$ cat src/rtl/icache_2way_refill.sv
// ----------------------------------------------------------------------------
// icache_2way_refill
//
// Two-way set-associative instruction cache. It has multi-word lines and one
// LRU bit per set. Lookups are combinational, so a hit is reported in the same
// cycle as the fetch. A miss starts a refill that reads the whole line from
// the memory arbiter, one word per mem_valid pulse. Lines that are not being
// refilled can still hit while the refill runs. A fence.i flush invalidates
// every line. If the flush arrives during a refill, it is deferred until that
// refill completes.
//
// Ports:
//   clk_in       clock, rising edge
//   rst_n_in     asynchronous active-low reset
//   rdy_in       global ready; low freezes all state
//   fetch_valid  fetch request present
//   fetch_addr   fetch PC (bits [1:0] ignored)
//   fetch_hit    fetch_data is valid for fetch_addr this cycle
//   fetch_data   instruction word from the hitting way
//   flush        fence.i, invalidate all lines
//   mem_req      word read request to the arbiter
//   mem_addr     word address of the read
//   mem_valid    single-cycle pulse, mem_data holds the word for mem_addr
//   mem_data     returned word
//   busy         high while a line refill is in progress
// ----------------------------------------------------------------------------
module icache_2way_refill #(
    parameter int SET_BIT  = 4,
    parameter int LINE_BIT = 2
) (
    input  logic        clk_in,
    input  logic        rst_n_in,
    input  logic        rdy_in,
    input  logic        fetch_valid,
    input  logic [31:0] fetch_addr,
    output logic        fetch_hit,
    output logic [31:0] fetch_data,
    input  logic        flush,
    output logic        mem_req,
    output logic [31:0] mem_addr,
    input  logic        mem_valid,
    input  logic [31:0] mem_data,
    output logic        busy
);

    localparam int SETS    = 1 << SET_BIT;
    localparam int WORDS   = 1 << LINE_BIT;
    localparam int TAG_BIT = 30 - SET_BIT - LINE_BIT;
    localparam int OFF_BIT = 2 + LINE_BIT;
    localparam logic [LINE_BIT-1:0] LAST_WORD = LINE_BIT'(WORDS - 1);

    typedef enum logic {
        IDLE,
        REFILL
    } state_t;

    // Address decomposition of the current fetch
    logic [TAG_BIT-1:0]  fetchTag;
    logic [SET_BIT-1:0]  fetchSet;
    logic [LINE_BIT-1:0] fetchWord;
    logic                unusedAddrBits;

    // Control state
    state_t              state_q, state_d;
    logic [LINE_BIT-1:0] cnt_q, cnt_d;
    logic [31:0]         memAddr_q, memAddr_d;
    logic                memReq_q, memReq_d;
    logic [SETS-1:0]     valid0_q, valid0_d;
    logic [SETS-1:0]     valid1_q, valid1_d;
    logic [SETS-1:0]     lru_q, lru_d;
    logic [SET_BIT-1:0]  refSet_q, refSet_d;
    logic [TAG_BIT-1:0]  refTag_q, refTag_d;
    logic                victim_q, victim_d;
    logic                flushPend_q, flushPend_d;

    // Storage arrays (not reset; valid bits guard them)
    logic [31:0]         dataMem_q [2][SETS][WORDS];
    logic [TAG_BIT-1:0]  tagMem_q  [2][SETS];

    logic hit0, hit1, anyHit, hitWay, missVictim;
    logic dataWe, tagWe;

    assign fetchTag       = fetch_addr[31:OFF_BIT+SET_BIT];
    assign fetchSet       = fetch_addr[OFF_BIT+SET_BIT-1:OFF_BIT];
    assign fetchWord      = fetch_addr[OFF_BIT-1:2];
    assign unusedAddrBits = ^fetch_addr[1:0];

    // The victim line has its valid bit cleared for the whole refill, so it
    // cannot hit until the refill completion sets the bit again.
    assign hit0   = valid0_q[fetchSet] && (tagMem_q[0][fetchSet] == fetchTag);
    assign hit1   = valid1_q[fetchSet] && (tagMem_q[1][fetchSet] == fetchTag);
    assign anyHit = hit0 || hit1;
    assign hitWay = hit1;

    assign fetch_hit  = rdy_in && fetch_valid && anyHit;
    assign fetch_data = dataMem_q[hitWay][fetchSet][fetchWord];
    assign mem_req    = memReq_q;
    assign mem_addr   = memAddr_q;
    assign busy       = (state_q == REFILL);

    // Victim choice: fill an empty way first (way0 before way1). If both
    // ways are valid, evict the way named by the LRU bit.
    assign missVictim = !valid0_q[fetchSet] ? 1'b0 :
                        !valid1_q[fetchSet] ? 1'b1 : lru_q[fetchSet];

    // Next-state logic. The order of assignments encodes priority: a hit's
    // LRU update is applied first, so refill completion and flush override it.
    always_comb begin
        state_d     = state_q;
        cnt_d       = cnt_q;
        memAddr_d   = memAddr_q;
        memReq_d    = memReq_q;
        valid0_d    = valid0_q;
        valid1_d    = valid1_q;
        lru_d       = lru_q;
        refSet_d    = refSet_q;
        refTag_d    = refTag_q;
        victim_d    = victim_q;
        flushPend_d = flushPend_q;
        dataWe      = 1'b0;
        tagWe       = 1'b0;

        if (rdy_in) begin
            if (fetch_hit) begin
                lru_d[fetchSet] = ~hitWay;
            end

            case (state_q)
                IDLE: begin
                    if (flush) begin
                        valid0_d = '0;
                        valid1_d = '0;
                        lru_d    = '0;
                    end else if (fetch_valid && !anyHit) begin
                        state_d   = REFILL;
                        refSet_d  = fetchSet;
                        refTag_d  = fetchTag;
                        victim_d  = missVictim;
                        cnt_d     = '0;
                        memReq_d  = 1'b1;
                        memAddr_d = {fetch_addr[31:OFF_BIT], {OFF_BIT{1'b0}}};
                        if (missVictim) begin
                            valid1_d[fetchSet] = 1'b0;
                        end else begin
                            valid0_d[fetchSet] = 1'b0;
                        end
                    end
                end

                REFILL: begin
                    // A flush during a refill is remembered. The memory
                    // transaction always runs to completion.
                    if (flush) begin
                        flushPend_d = 1'b1;
                    end
                    if (mem_valid) begin
                        dataWe    = 1'b1;
                        cnt_d     = cnt_q + 1'b1;
                        memAddr_d = memAddr_q + 32'd4;
                        if (cnt_q == LAST_WORD) begin
                            tagWe       = 1'b1;
                            memReq_d    = 1'b0;
                            state_d     = IDLE;
                            flushPend_d = 1'b0;
                            if (flushPend_q || flush) begin
                                valid0_d = '0;
                                valid1_d = '0;
                                lru_d    = '0;
                            end else begin
                                if (victim_q) begin
                                    valid1_d[refSet_q] = 1'b1;
                                end else begin
                                    valid0_d[refSet_q] = 1'b1;
                                end
                                lru_d[refSet_q] = ~victim_q;
                            end
                        end
                    end
                end

                default: state_d = IDLE;
            endcase
        end
    end

    // Control registers. Asserting reset mid-refill drops mem_req and busy
    // immediately. The half-written line stays invalid.
    always_ff @(posedge clk_in or negedge rst_n_in) begin
        if (!rst_n_in) begin
            state_q     <= IDLE;
            cnt_q       <= '0;
            memAddr_q   <= '0;
            memReq_q    <= 1'b0;
            valid0_q    <= '0;
            valid1_q    <= '0;
            lru_q       <= '0;
            refSet_q    <= '0;
            refTag_q    <= '0;
            victim_q    <= 1'b0;
            flushPend_q <= 1'b0;
        end else begin
            state_q     <= state_d;
            cnt_q       <= cnt_d;
            memAddr_q   <= memAddr_d;
            memReq_q    <= memReq_d;
            valid0_q    <= valid0_d;
            valid1_q    <= valid1_d;
            lru_q       <= lru_d;
            refSet_q    <= refSet_d;
            refTag_q    <= refTag_d;
            victim_q    <= victim_d;
            flushPend_q <= flushPend_d;
        end
    end

    // Tag and data arrays. The write enables already include rdy_in.
    always_ff @(posedge clk_in) begin
        if (dataWe) begin
            dataMem_q[victim_q][refSet_q][cnt_q] <= mem_data;
        end
        if (tagWe) begin
            tagMem_q[victim_q][refSet_q] <= refTag_q;
        end
    end

endmodule
$ cat config.mk
export PLATFORM = sky130hd
export DESIGN_NAME = icache_2way_refill
export DESIGN_NICKNAME = d
export VERILOG_FILES = /design/src/rtl/icache_2way_refill.sv
export SDC_FILE = /design/constraint.sdc
export NUM_CORES = 2
export LEC_CHECK = 0
export CAP_MARGIN = 10
export CORE_MARGIN = 2
export CORE_UTILIZATION = 57
export CTS_CLUSTER_DIAMETER = 120
export DETAILED_ROUTE_END_ITERATION = 10
export DONT_BUFFER_PORTS = 1
export GPL_ROUTABILITY_DRIVEN = 0
export PLACE_DENSITY = 0.75
export SYNTH_ARGS = -nofsm -noshare
export SYNTH_HDL_FRONTEND = slang
export SYNTH_MEMORY_MAX_BITS = 65536
export SYNTH_SLANG_ARGS = --single-unit
export TNS_END_PERCENT = 10
$ cat constraint.sdc
create_clock -name clk_in -period 6.15 [get_ports clk_in]
set_input_delay 1.23 -clock clk_in [delete_from_list [all_inputs] [get_ports clk_in]]
set_output_delay 1.23 -clock clk_in [all_outputs]
set_load 0.02 [all_outputs]
==> flow_metrics.tcl <==
set metrics [dict create \
    period_needed_ns 7.780 \
    numPlacedInstances 16131 \
    critPathKind "in2out" \
    setup_ws_ns -1.630 \
    clockRootBuffer "clkbuf_16" \
    synth_top_family_by_area "multiplexers" \
    leakage_nw 73.97 \
    yosysSeqAreaShare 0.7626 \
    grt_pass1_vias 114195 \
    reg2reg_to "mem_addr[27]" \
    yosysWarnings 0 \
    arrival_ns 6.55 \
    layout_commonest_cell "edfxtp_1" \
    cp_max_fo 163 \
    peakVddDrop_uv 291.9 \
    setup_viol 33 \
    status "complete, but fails checks" \
    hold_slack_ns 0.1925 \
    sequentialPowerShare 0.544 \
    start_kind "input pin" \
    synth-edff-count 4864 \
    yosys_most_used_dff "edfxtp_1" \
    rsz0062_at_grt "true" \
    dp_hpwl_microns 310000 \
    slew_violations 0 \
    cp-end-kind "primary output" \
    drc 0 \
    p_comb_frac 0.053 \
    intPower_mw 56.18 \
    skew_ns 0.07944 \
    layout-drive-gt1-share 0.2013 \
    min_path_type "in2async" \
    cts_tree "done" \
    htree_levels 5 \
    clockBufferDepth 4 \
    p_switching_mw 16.38 \
    cap_violations 0 \
    reg2reg_depth 20 \
    worst_slew_pin_slew_ns 1.353 \
    clk_pin_slew_worst_paths_ns 0.07 \
    core_area_sq_mm 0.3403 \
    numCtsBuffers 465 \
    hold_violations 0 \
    drt_iter0_drc 19552 \
    synthXorXnorAreaFrac 0.001974 \
    die_h_microns 589.2 \
    fin_crit_sh 1.265 \
    reg2reg_slack_ns 1.06 \
    synth_seq_cells 4976 \
    dp_slack_ns -1.886 \
    numPortBuffers 0 \
    switching_share 0.2258 \
    power_density_mw_per_mm2 321.9 \
    antenna_found_initial 31 \
    synth-adder-area-share 0.0003205 \
    grt_first_pass_wirelength_microns 815400 \
    violations "negative setup slack" \
    critPathRequiredTime_ns 4.92 \
    yosys.area_share.simple 0.04071 \
    relSlewSlack 0.09613 \
    most-common-layout-cells "edfxtp_1 (4864), mux2i_1 (1171), nand2_1 (878)" \
    syn-cell-area_sq_mm 0.1952 \
    async_flop_share 0.02251 \
    grt_max_degree 370 \
    synth_compound_area_frac 0.06532 \
    firstDrtPassIters 9 \
    drt.antenna.violating_nets 0 \
    drt-total-wl_microns 579600 \
    routedWlPerCell_microns 33.89 \
    io_pins 137 \
    cts_sinks 4976 \
    r2r-start "tagMem_q[1][0]" \
    pwr-share-clk 0.403 \
    stdcell_count 17102 \
    syn-mean-instance-area_sq_um 17.00 \
    vias_per_cell 6.864 \
    syn_to_final_growth_pct 15.49 \
    grtUsageTotal 0.3272 \
    fmax_ghz 0.1285 \
    vias 117380 \
    die-area_sq_mm 0.3472 \
    rows 214 \
    grt_overflow 0 \
    syn-instance-count 11483 \
    die_x_microns 589.2 \
    start_util 0.5736 \
    clkLatencyLatePin_ns 1.01 \
    ys_types 76 \
    nNetsFinal 12221 \
    synthMuxAreaShare 0.1089 \
]
-- how the worst max path moves through the flow --
stage / from / endpoint / slack, ns / cells past startpoint
floorplan: fetch_addr[4] / fetch_data[3] / -0.27 / 18
finish: fetch_addr[7] / fetch_data[22] / -1.63 / 21
detailed placement: fetch_addr[5] / fetch_data[25] / -1.89 / 19
global route: fetch_addr[4] / fetch_data[22] / -1.34 / 23
global placement: fetch_addr[7] / fetch_data[25] / -1.85 / 18
CTS: fetch_addr[5] / fetch_data[31] / -1.06 / 22
-- power by group through the flow --
stage	registers, mW	clock network [mW]	logic, mW
floorplan	39.7	0	1.87
global placement	40.0	0	3.39
detailed placement	40.1	0	3.46
CTS	39.4	29.2	3.60
global route	39.5	30.5	3.93
finish	39.5	29.2	3.85
-- stage by stage --
stage / total power [mW] / instance area, sq um / util / setup TNS, ns
2_1_floorplan: 41.57 / 195300 / - / -6.609
3_3_place_gp: 43.40 / 206500 / 0.6068 / -44.99
3_5_place_dp: 43.60 / 206500 / 0.6069 / -45.69
4_1_cts: 72.22 / 224500 / 0.6596 / -31.84
5_1_grt: 73.96 / 225400 / 0.6623 / -39.98
6_report: 72.56 / 225400 / 0.6624 / -49.16
-- routing by layer --
metal / vias to the layer above / part of all wire / GRT usage
met3: 1729 / 0.15 / 0.09706
met2: 9619 / 0.46 / 0.4991
li1: 47097 / - / -
met5: - / 0.00014 / 0
met4: 12 / 0.068 / 0.1927
met1: 58923 / 0.33 / 0.4199
-- cells by family after synthesis --
group / Yosys count
AO/OA/AOI/OAI: 2234
XOR/XNOR: 44
adder cells (fa/ha/maj): 5
buffers and inverters: 818
flip-flops: 4976
multiplexers: 1617
other: 1
AND/OR/NAND/NOR: 1788
-- final cells by class --
cell class                      instances  area (sq um)
Multi-Input combinational cell       5690         45340
Timing Repair Buffer                  962          9936
Clock buffer                          575         12390
Clock inverter                        298          3004
Sequential cell                      4976        148900
Fill cell                           20996        114900
Antenna cell                           14         35.03
Tap cell                             4536          5675
Inverter                               51         191.4
-- worst max-delay path, cell delays in order --
cell and delay, ns:
mux2i_2 0.51, a22oi_1 0.19, nand3_1 0.12, o2111ai_1 0.21, o41ai_2 0.43, buf_4 0.19
buf_4 0.12, nor4bb_4 0.26, buf_4 0.18, buf_12 0.11, nand2_8 0.09, buf_12 0.18
buf_12 0.15, buf_4 0.14, nand2_1 0.06, a21oi_1 0.10, nor4_4 0.54, o22ai_2 0.22
a211o_4 0.45, a221o_1 0.43, buf_12 0.17
-- synth_stat cells (7+ instances only) --
cell      count  share of area
a22oi_1      15        0.00058
nor4_1      167         0.0054
buf_4        89         0.0034
o22ai_1     670          0.021
a21oi_1     747          0.019
nor2b_1       9        0.00029
mux2_2       28         0.0016
mux4_2      403          0.046
xnor2_1      32         0.0014
and3_1       43         0.0014
nand2_1     893          0.017
a211o_1      18        0.00081
nand3_1     341         0.0087
xor2_1       12        0.00054
or3_1        12        0.00038
o311ai_1      8        0.00036
nand2b_1     12        0.00038
o211ai_1      7        0.00027
clkbuf_1    400         0.0077
a22o_1       12        0.00054
dfrtp_1     112          0.014
a31oi_1      44         0.0014
a21boi_1      8        0.00031
o21ai_1       8        0.00021
a211oi_1     28         0.0011
nor3_1       43         0.0011
and2_1        7        0.00022
mux2i_1    1186          0.061
o41ai_1      12        0.00054
nand4_1      13        0.00042
edfxtp_1   4864           0.75
o21ai_0     576          0.015
o221ai_1     21        0.00094
inv_1        48        0.00092
a221o_1      20         0.0010
nor2_1      228         0.0044
buf_6        41         0.0024
buf_2       160         0.0041
buf_1        76         0.0015
-- sequential cells by signal, indices dropped and copies added (netlist names) --
| register | count |
|---|---|
| dataMem_q | 4096 |
| valid0_q | 16 |
| refSet_q | 4 |
| valid1_q | 16 |
| tagMem_q | 768 |
| busy | 1 |
| refTag_q | 24 |
| flushPend_q | 1 |
| mem_addr | 30 |
| cnt_q | 2 |
| mem_req | 1 |
| lru_q | 16 |
| victim_q | 1 |
-- timing repair --
action,CTS,global route
endpoints found under the hold margin,112,0
pin swaps,71,39
resized for setup,349,117
setup endpoints to repair,32,33
hold buffers,1,0
buffers inserted,31,15
cloned,24,11
(Power assumes the default switching activity.)
